<file path="src/rtl/prio_code_pkg.sv">
// prio_code_pkg: shared widths, buffer state encoding and the reference
// {V,code} -> one-hot decode used by the priority-code decoder and its bench.
package prio_code_pkg;

   localparam int PKG_CODE_W = 2;
   localparam int PKG_D_W    = 2 ** PKG_CODE_W;

   typedef enum logic [1:0] {
      EMPTY,
      ONE,
      FULL
   } buf_state_t;

   // V=0 yields all-zero regardless of code; otherwise bit 'code' is set.
   function automatic logic [PKG_D_W-1:0] code_to_onehot(
      input logic                  v,
      input logic [PKG_CODE_W-1:0] code
   );
      logic [PKG_D_W-1:0] d;
      d = '0;
      if (v) d[code] = 1'b1;
      return d;
   endfunction

endpackage

</file>
<file path="src/rtl/prio_skid_buf.sv">
// prio_skid_buf: 2-entry (head + skid) valid/ready buffer, strict FIFO.
// Ports: clk, rst_n, in_valid/in_ready/in_data, out_valid/out_ready/out_data.
module prio_skid_buf
   import prio_code_pkg::*;
#(
   parameter int W = PKG_D_W + 1
) (
   input  logic         clk,
   input  logic         rst_n,
   input  logic         in_valid,
   output logic         in_ready,
   input  logic [W-1:0] in_data,
   output logic         out_valid,
   input  logic         out_ready,
   output logic [W-1:0] out_data
);

   buf_state_t   state;
   logic [W-1:0] head;
   logic [W-1:0] skid;
   logic         ready_q;
   logic         push;
   logic         pop;

   assign in_ready  = ready_q;
   assign out_valid = (state != EMPTY);
   assign out_data  = head;
   assign push      = in_valid & ready_q;
   assign pop       = out_valid & out_ready;

   // ready_q tracks (next state != FULL); it is held low during reset
   // and rises on the first clock after release.
   always_ff @(posedge clk or negedge rst_n) begin
      if (!rst_n) begin
         state   <= EMPTY;
         head    <= '0;
         skid    <= '0;
         ready_q <= 1'b0;
      end else begin
         unique case (state)
            EMPTY: begin
               ready_q <= 1'b1;
               if (push) begin
                  head  <= in_data;
                  state <= ONE;
               end
            end
            ONE: begin
               ready_q <= 1'b1;
               if (push && pop) begin
                  head <= in_data;
               end else if (push) begin
                  skid    <= in_data;
                  state   <= FULL;
                  ready_q <= 1'b0;
               end else if (pop) begin
                  state <= EMPTY;
               end
            end
            FULL: begin
               ready_q <= 1'b0;
               if (pop) begin
                  head    <= skid;
                  state   <= ONE;
                  ready_q <= 1'b1;
               end
            end
            default: begin
               state   <= EMPTY;
               ready_q <= 1'b1;
            end
         endcase
      end
   end

endmodule

</file>
<file path="src/rtl/prio_code_decoder.sv">
// prio_code_decoder: rebuilds the one-hot request vector from {V,code} and
// buffers it in a 2-entry skid buffer. Ports: clk, rst_n, in_valid/in_ready,
// in_code, in_V, out_valid/out_ready, out_D, out_V, drop_cnt.
// Option PRIO_DEC_DROP_IDLE_EN: V=0 words are accepted but discarded and
// counted in drop_cnt (saturating at 255); otherwise they pass as D=0, V=0.
module prio_code_decoder
   import prio_code_pkg::*;
#(
   parameter  int CODE_W = PKG_CODE_W,
   localparam int D_W    = 2 ** CODE_W
) (
   input  logic              clk,
   input  logic              rst_n,
   input  logic              in_valid,
   output logic              in_ready,
   input  logic [CODE_W-1:0] in_code,
   input  logic              in_V,
   output logic              out_valid,
   input  logic              out_ready,
   output logic [D_W-1:0]    out_D,
   output logic              out_V,
   output logic [7:0]        drop_cnt
);

   logic [D_W-1:0] dec;
   logic           buf_valid;
   logic [D_W:0]   buf_out;

   if (CODE_W == PKG_CODE_W) begin : g_pkg_dec
      assign dec = code_to_onehot(in_V, in_code);
   end else begin : g_gen_dec
      always_comb begin
         dec = '0;
         if (in_V) dec[in_code] = 1'b1;
      end
   end

`ifdef PRIO_DEC_DROP_IDLE_EN
   logic [7:0] drop_q;

   // Idle words complete the handshake but never reach the buffer.
   assign buf_valid = in_valid & in_V;
   assign drop_cnt  = drop_q;

   always_ff @(posedge clk or negedge rst_n) begin
      if (!rst_n) begin
         drop_q <= '0;
      end else if (in_valid && in_ready && !in_V && drop_q != 8'hFF) begin
         drop_q <= drop_q + 8'd1;
      end
   end
`else
   assign buf_valid = in_valid;
   assign drop_cnt  = '0;
`endif

   prio_skid_buf #(
      .W (D_W + 1)
   ) u_buf (
      .clk       (clk),
      .rst_n     (rst_n),
      .in_valid  (buf_valid),
      .in_ready  (in_ready),
      .in_data   ({in_V, dec}),
      .out_valid (out_valid),
      .out_ready (out_ready),
      .out_data  (buf_out)
   );

   assign out_V = buf_out[D_W];
   assign out_D = buf_out[D_W-1:0];

endmodule

</file>
<file path="config.mk">
export PLATFORM = sky130hd
export DESIGN_NAME = prio_code_decoder
export DESIGN_NICKNAME = d
export VERILOG_FILES = /design/src/rtl/prio_code_pkg.sv /design/src/rtl/prio_skid_buf.sv /design/src/rtl/prio_code_decoder.sv
export SDC_FILE = /design/constraint.sdc
export NUM_CORES = 1
export LEC_CHECK = 0
export BUFFER_PORTS_ARGS = -buffer_cell sky130_fd_sc_hd__buf_4
export CAP_MARGIN = 20
export CORE_MARGIN = 2
export CORE_UTILIZATION = 45
export DETAILED_ROUTE_END_ITERATION = 6
export PLACE_DENSITY = 0.73
export SETUP_SLACK_MARGIN = 0.5
export SKIP_CTS_REPAIR_TIMING = 1
export SYNTH_ARGS = -nofsm -noshare
export SYNTH_HDL_FRONTEND = slang
export SYNTH_SLANG_ARGS = --single-unit
</file>
<file path="constraint.sdc">
create_clock -name clk -period 1.45 [get_ports clk]
set_input_delay 0.0725 -clock clk [delete_from_list [all_inputs] [get_ports clk]]
set_output_delay 0.0725 -clock clk [all_outputs]
set_load 0.01 [all_outputs]
</file>
Yosys cells after proc, flatten, opt, wreduce, memory -nomap -nowiden
Index checks and enable logic that the tools add are counted.
{ "totals": {"ff_bits": 13, "latch_bits": 0, "ram_bits": 0, "romBits": 0, "inputBits": 7, "wordCells": 41, "memories": 0} }
{ "classes": {"addsub": 0, "mul": 0, "div_mod_pow": 0, "magnitude_cmp": 2, "eq_ne": 7, "n_shift": 0, "mux": 17, "n_bitwise": 3, "n_reduce_logical": 8} }
{ "ops": {"columns": ["op", "n"], "rows": [
  ["5-bit two-way mux", 3],
  ["5-bit case mux with 3 select lines", 1],
  ["2-bit two-way mux", 5],
  ["4-bit AND reduction", 2],
  ["2-bit by 1-bit inequality test with 1-bit output, second input constant", 3],
  ["2-bit case mux with 3 select lines", 1],
  ["1-bit two-way mux", 4],
  ["4-bit two-way mux", 1],
  ["2-bit by 3-bit less-than comparator with 1-bit output, second input constant", 1],
  ["3-bit by 1-bit inequality test with 1-bit output, second input constant", 1],
  ["3-bit AND reduction", 1],
  ["3-bit nonzero test", 1],
  ["1-bit AND", 2],
  ["1-bit demux with 2-bit select", 1],
  ["2-bit by 1-bit equality test with 1-bit output, second input constant", 1],
  ["2-bit equality test, second input constant", 1],
  ["2-bit by 1-bit >= comparator with 1-bit output, second input constant", 1],
  ["1-bit logical AND", 2],
  ["2-bit logical NOT", 1],
  ["2-bit inequality test, second input constant", 1],
  ["1-bit case mux with 2 select lines", 1],
  ["2-bit nonzero test", 1],
  ["1-bit NOT", 1]
]} }

Logic depth before layout (Yosys ltp)
{ "logic_depth": {"word_depth": 7, "ltp_mapped": 6, "ltp_nobuf": 6} }

Cells and area by module
A second synthesis with hierarchy kept.
{ "hier_totals": {"cells_unflattened": 76, "hier_area_um2": 878.3} }
{ "modules_own_cells": {"columns": ["module", "instances", "cells_per_inst", "area_each_um2"], "rows": [
  ["prio_skid_buf", 1, 63, 777.0],
  ["prio_code_decoder", 1, 13, 101.3]
]} }

Least setup slack after synthesis
No wires, ideal clock.
{ "synth_path": {"path_type": "register -> register", "start": "reg u_buf.state[0]", "end": "reg u_buf.skid[4]", "setup_ns": 0.125, "arrival_ns": 1.481, "slack_ns": -0.156, "path_stages_with_launch": 7, "cell_sequence": "dfrtp_1 > inv_1 > ha_1 > and2b_2 > buf_6 > nor2_2 > mux2_2"} }
{ "synth_via": {"elab_chain_len": 5, "elab_cells_between_ends": 6, "classes_between": "eq/ne: 1; bitwise: 2; reduce/logical: 3"} }
{ "synth_lines": {"columns": ["item", "line", "text"], "rows": [
  ["from (decl)", "prio_skid_buf.sv:18", "buf_state_t state;"],
  ["from (signal assigned)", "prio_skid_buf.sv:35", "state <= EMPTY;"],
  ["from (signal assigned)", "prio_skid_buf.sv:45", "state <= ONE;"],
  ["from (signal assigned)", "prio_skid_buf.sv:54", "state <= FULL;"],
  ["2-bit nonzero test", "prio_skid_buf.sv:26", "assign out_valid = (state != EMPTY);"],
  ["1-bit AND", "prio_skid_buf.sv:29", "assign pop = out_valid & out_ready;"],
  ["1-bit logical AND", "prio_skid_buf.sv:50", "if (push && pop) begin"],
  ["1-bit NOT (no line)", null, null],
  ["3-bit AND reduction (no line) *", null, null],
  ["to (signal assigned)", "prio_skid_buf.sv:53", "skid <= in_data;"],
  ["to (decl)", "prio_skid_buf.sv:20", "logic [W-1:0] skid;"]
]} }
Mark *: on every way between the ends. The rest lies on a longest branch, timed or not.
A chain may end at the register's enable or synchronous reset.

Final worst setup path
{ "layout_path": {"start": "reg u_buf.state[1]", "end": "reg u_buf.head[1] (netlist: u_buf.out_data[1])"} }
{ "layout_via": {"elab_chain_len": 5, "elab_cells_between_ends": 12, "classes_between": "eq/ne: 5; mux: 1; bitwise: 1; reduce/logical: 5"} }
{ "layout_lines": {"columns": ["item", "line", "text"], "rows": [
  ["2-bit nonzero test", "prio_skid_buf.sv:26", null],
  ["1-bit AND", "prio_skid_buf.sv:29", null],
  ["1-bit logical AND", "prio_skid_buf.sv:50", null],
  ["2-bit by 1-bit inequality test with 1-bit output (no line)", null, null],
  ["4-bit AND reduction (no line)", null, null],
  ["to (signal assigned)", "prio_skid_buf.sv:44", "head <= in_data;"],
  ["to (signal assigned)", "prio_skid_buf.sv:51", "head <= in_data;"],
  ["to (signal assigned)", "prio_skid_buf.sv:63", "head <= skid;"],
  ["to (decl)", "prio_skid_buf.sv:19", "logic [W-1:0] head;"]
]} }
Several ways; a longest one is shown, not always the timed one.

==> results.md <==
Critical path:
- For flop-to-flop paths, the worst setup slack is -0.16 ns.
- The startpoint of the worst setup timing path is u_buf.state[1].
- The type of element capturing the critical path is a register.
- For the worst setup path, the data required time is 1.62 ns.
- The depth of the worst register-to-register path is 6.
- Along the worst path, the maximum fanout reaches 5.
- The signal arrival time at the worst endpoint is ~1.8 ns.
- The worst setup path is launched from a register.
- The endpoint identified for the worst register-to-register timing path is u_buf.out_data[1].
- The critical path is of the register to register type.
- The reg-to-reg startpoint is u_buf.state[1].

Die:
- The die covers around 2200 sq um.
- The y dimension of the die is roughly 47 um.
- The floorplan step set the die width to about 47 um.
- The initial utilization of the core area, before any placement, comes to a little under half.
- Pin placement for this block handled 22 I/O pins.
- The standard cell core area is 1730 sq um.
- The number of standard-cell rows in the floorplan is 15.

Placement:
- The sum of net half-perimeters after detailed placement is 1140 um.
- The pre-CTS worst setup slack is -0.124 ns.
- Input and output buffers added on the ports amount to 13.
- Routability-driven placement finished with a final weighted congestion of ~0.72.

Power:
- For this design the ratio of total power to cell area is 1970 nW/um^2.
- The share of total power dissipated in the clock network is 10.7%.
- Per report_power, the sequential group accounts for approximately 29% of the total.
- The switching power as a share of total power is a little under two fifths.
- In this run the static leakage power is ~0.54 nW.
- Internal power comes to about 1.4 mW.
- The maximum ir drop on the vdd rail is approximately 1.0 mV.
- The portion of total power attributed to combinational logic is between 60% and 70%.
- The switching power is 799 uW.

Drt:
- The antenna violation net count after detailed routing is 0.
- The total number of vias is ~630.
- The post-detailed-route via-to-cell ratio is ~4.9.
- In this run, the number of DRC markers left after iteration 0 of detailed routing was 15.
- In the final routed layout, each cell accounts on average for roughly 13 um.
- For this run, the detailed router's first-pass iteration total came to 5.
- In the routed design, unresolved DRC markers number 0.
- The routed design has ~1600 um of wire.

Global routing:
- The first global-routing pass estimated 2260 um of wire.
- The initial antenna violation count is 0.
- Entering global routing, the biggest net connects 14 pins.
- The number of global-route vias before repair is 512.
- Global routing finished with a remaining overflow of 0.
- For this run, the total global-route usage over all layers was measured as between 15 and 20%.

Cells and area:
- Of the cells placed in the final design, the portion with a size suffix greater than 1 is roughly half.
- Fill cells in the final layout number 134.
- The area growth from synthesis to layout is 34.2%.
- Once layout is complete, the utilization of the core stands at 63.9%.
- In the final layout, the multi-input gates occupy about 500 sq um.
- The final net count is about 120.
- In the final layout, flip-flops and latches occupy between 300 and 400 sq um.
- The repair_antennas step left the layout with diodes totalling 0.

STA:
- The maximum clock frequency is a little over 600 MHz.
- The number of failing hold endpoints at the final stage was 0.
- The worst setup slack after layout is -0.159 ns.
- The clock arrives with 0.00322 ns of skew.
- The post-route worst hold slack is around 0.063 ns.
- Setup repair after global routing could not meet its margin everywhere.
- For the final routed database, the setup TNS stands at -1.49 ns.
- Setup violations remaining at the end of the flow were counted as 12.
- After layout, the worst path uses 111% of the clock period.
- The minimum clock period is about 1.6 ns.
- The count of pins over their slew limit is 0.

Worst hold path:
- The startpoint identified for the worst hold timing path is in_V.
- The hold path depth is 2.
- The worst min-delay path category is input port to register.
- The worst-case hold path end point is u_buf.skid[4].

Run status:
- The final reports fail on setup timing.
- The flow ran to the end, but the final reports show violations.

Clocking:
- The clock sink count is 13.
- The clock reaches the later pin of the worst-skew pair after between 0.2 and 0.3 ns.
- The number of buffers on the longest clock path is 2.
- TritonCTS built the clock tree.
- The TritonCTS buffer count is 3.
- The CTS root buffer is sky130_fd_sc_hd__clkbuf_4.
- CTS built an H-tree with a depth of 1.
- The clock transition at the registers of the reported paths is about 0.08 ns.

Synthesis:
- The gate count of the mapped netlist is 76.
- The mean instance size in the synthesized netlist is ~11 sq um.
- The yosys synthesis warning count is 0.
- The share of the Yosys chip area taken by registers is around 40%.
- The synthesized netlist contains 27 unique library cells.
- Counting flops and latches in the post-synthesis netlist gives 13.
- The mapped netlist covers ~800 sq um.

Run:
- Across the run, the number of max-cap violations was 0.
## layer usage
layer	track usage, %	share of wire, %	wire length, um	vias up
li1	-	-	-	302
met4	6.67	3.0	49	0
met1	21.0	44	721	287
met2	21.1	46	750	30
met5	0	0	0	-
met3	5.77	7.5	124	6
## flip-flops by register name, indices dropped and copies added, names as in the netlist
signal / flops
u_buf.in_ready: 1
u_buf.skid: 5
u_buf.state: 2
u_buf.out_data: 5
## worst max-delay path, cell delays in order (launching register included)
cell and delay [ns]:
sky130_fd_sc_hd__dfrtp_1 0.40, sky130_fd_sc_hd__inv_2 0.08, sky130_fd_sc_hd__ha_2 0.18, sky130_fd_sc_hd__nand2b_4 0.15, sky130_fd_sc_hd__a22oi_2 0.25, sky130_fd_sc_hd__nand2_4 0.12
sky130_fd_sc_hd__mux2_4 0.31
## power by group through the flow
stage	Clock, mW	Combinational [mW]	Sequential (mW)
after floorplan	0	0.778	0.651
after global placement	0	1.14	0.626
after detailed placement	0	1.16	0.632
after CTS	0.240	1.17	0.625
after global routing	0.262	1.44	0.636
final	0.232	1.32	0.623
## per-stage QoR
step | cells | instance area (sq um) | power (mW)
floorplan | 83 | 905 | 1.43
global placement | 118 | 1000 | 1.77
detailed placement | 118 | 1000 | 1.80
CTS | 122 | 1030 | 2.03
global route | 128 | 1100 | 2.33
finish | 128 | 1100 | 2.17
## cell usage in the layout, fill, tap and decap left out, drive strengths merged
cell / instances
a21bo: 1
a21boi: 1
a21oi: 1
a22oi: 1
and2b: 1
buf: 24
clkbuf: 4
conb: 8
dfrtp: 13
dlygate4sd3: 2
ha: 5
inv: 4
mux2: 7
mux2i: 4
nand2: 8
nand2b: 1
nand3: 4
nand3b: 1
nand4b: 1
nor2: 2
nor3b: 1
o21ai: 5
o31ai: 3
o41ai: 1
## logic make-up after synthesis
| kind of cell | Yosys count | share of synthesized area (%) |
|---|---|---|
| AO/OA/AOI/OAI | 13 | 12.0 |
| adder cells (fa/ha/maj) | 5 | 7.61 |
| buffers and inverters | 14 | 11.1 |
| flip-flops | 13 | 39.6 |
| multiplexers | 11 | 16.3 |
| other | 1 | 0.456 |
| AND/OR/NAND/NOR | 19 | 12.9 |
## cell type report
| type | instances | area share (%) |
|---|---|---|
| multi-input cells | 56 | 45.1 |
| flip-flops and latches | 13 | 29.5 |
| repair buffers | 26 | 18.8 |
| well taps | 25 | 2.83 |
| clock buffers | 4 | 2.38 |
| inverters | 4 | 1.36 |
## synthesized netlist by cell type, drive strengths merged
cell	count	area share, %
mux2	7	11
mux2i	4	4.9
buf	10	9.3
a21boi	1	1.4
o41ai	1	1.1
nand2	8	4.6
nand4b	1	1.1
nor3b	1	0.91
conb	1	0.46
ha	5	7.6
a21oi	1	1.1
nand3b	1	0.91
nand3	4	2.4
and2b	1	1.1
nand2b	1	0.76
inv	4	1.8
dfrtp	13	40
a21bo	1	1.2
a22oi	1	1.5
o31ai	3	2.7
o21ai	5	3.0
nor2	2	1.2
## how the worst max path moves through the flow
| stage | to | cells past startpoint |
|---|---|---|
| 2_1_floorplan | u_buf.out_data[4] | 5 |
| 3_3_place_gp | u_buf.out_data[4] | 6 |
| 3_5_place_dp | u_buf.out_data[1] | 6 |
| 4_1_cts | u_buf.out_data[1] | 6 |
| 5_1_grt | u_buf.out_data[1] | 6 |
| 6_report | u_buf.out_data[1] | 6 |
No activity file was read; power rests on OpenSTA's default activity.
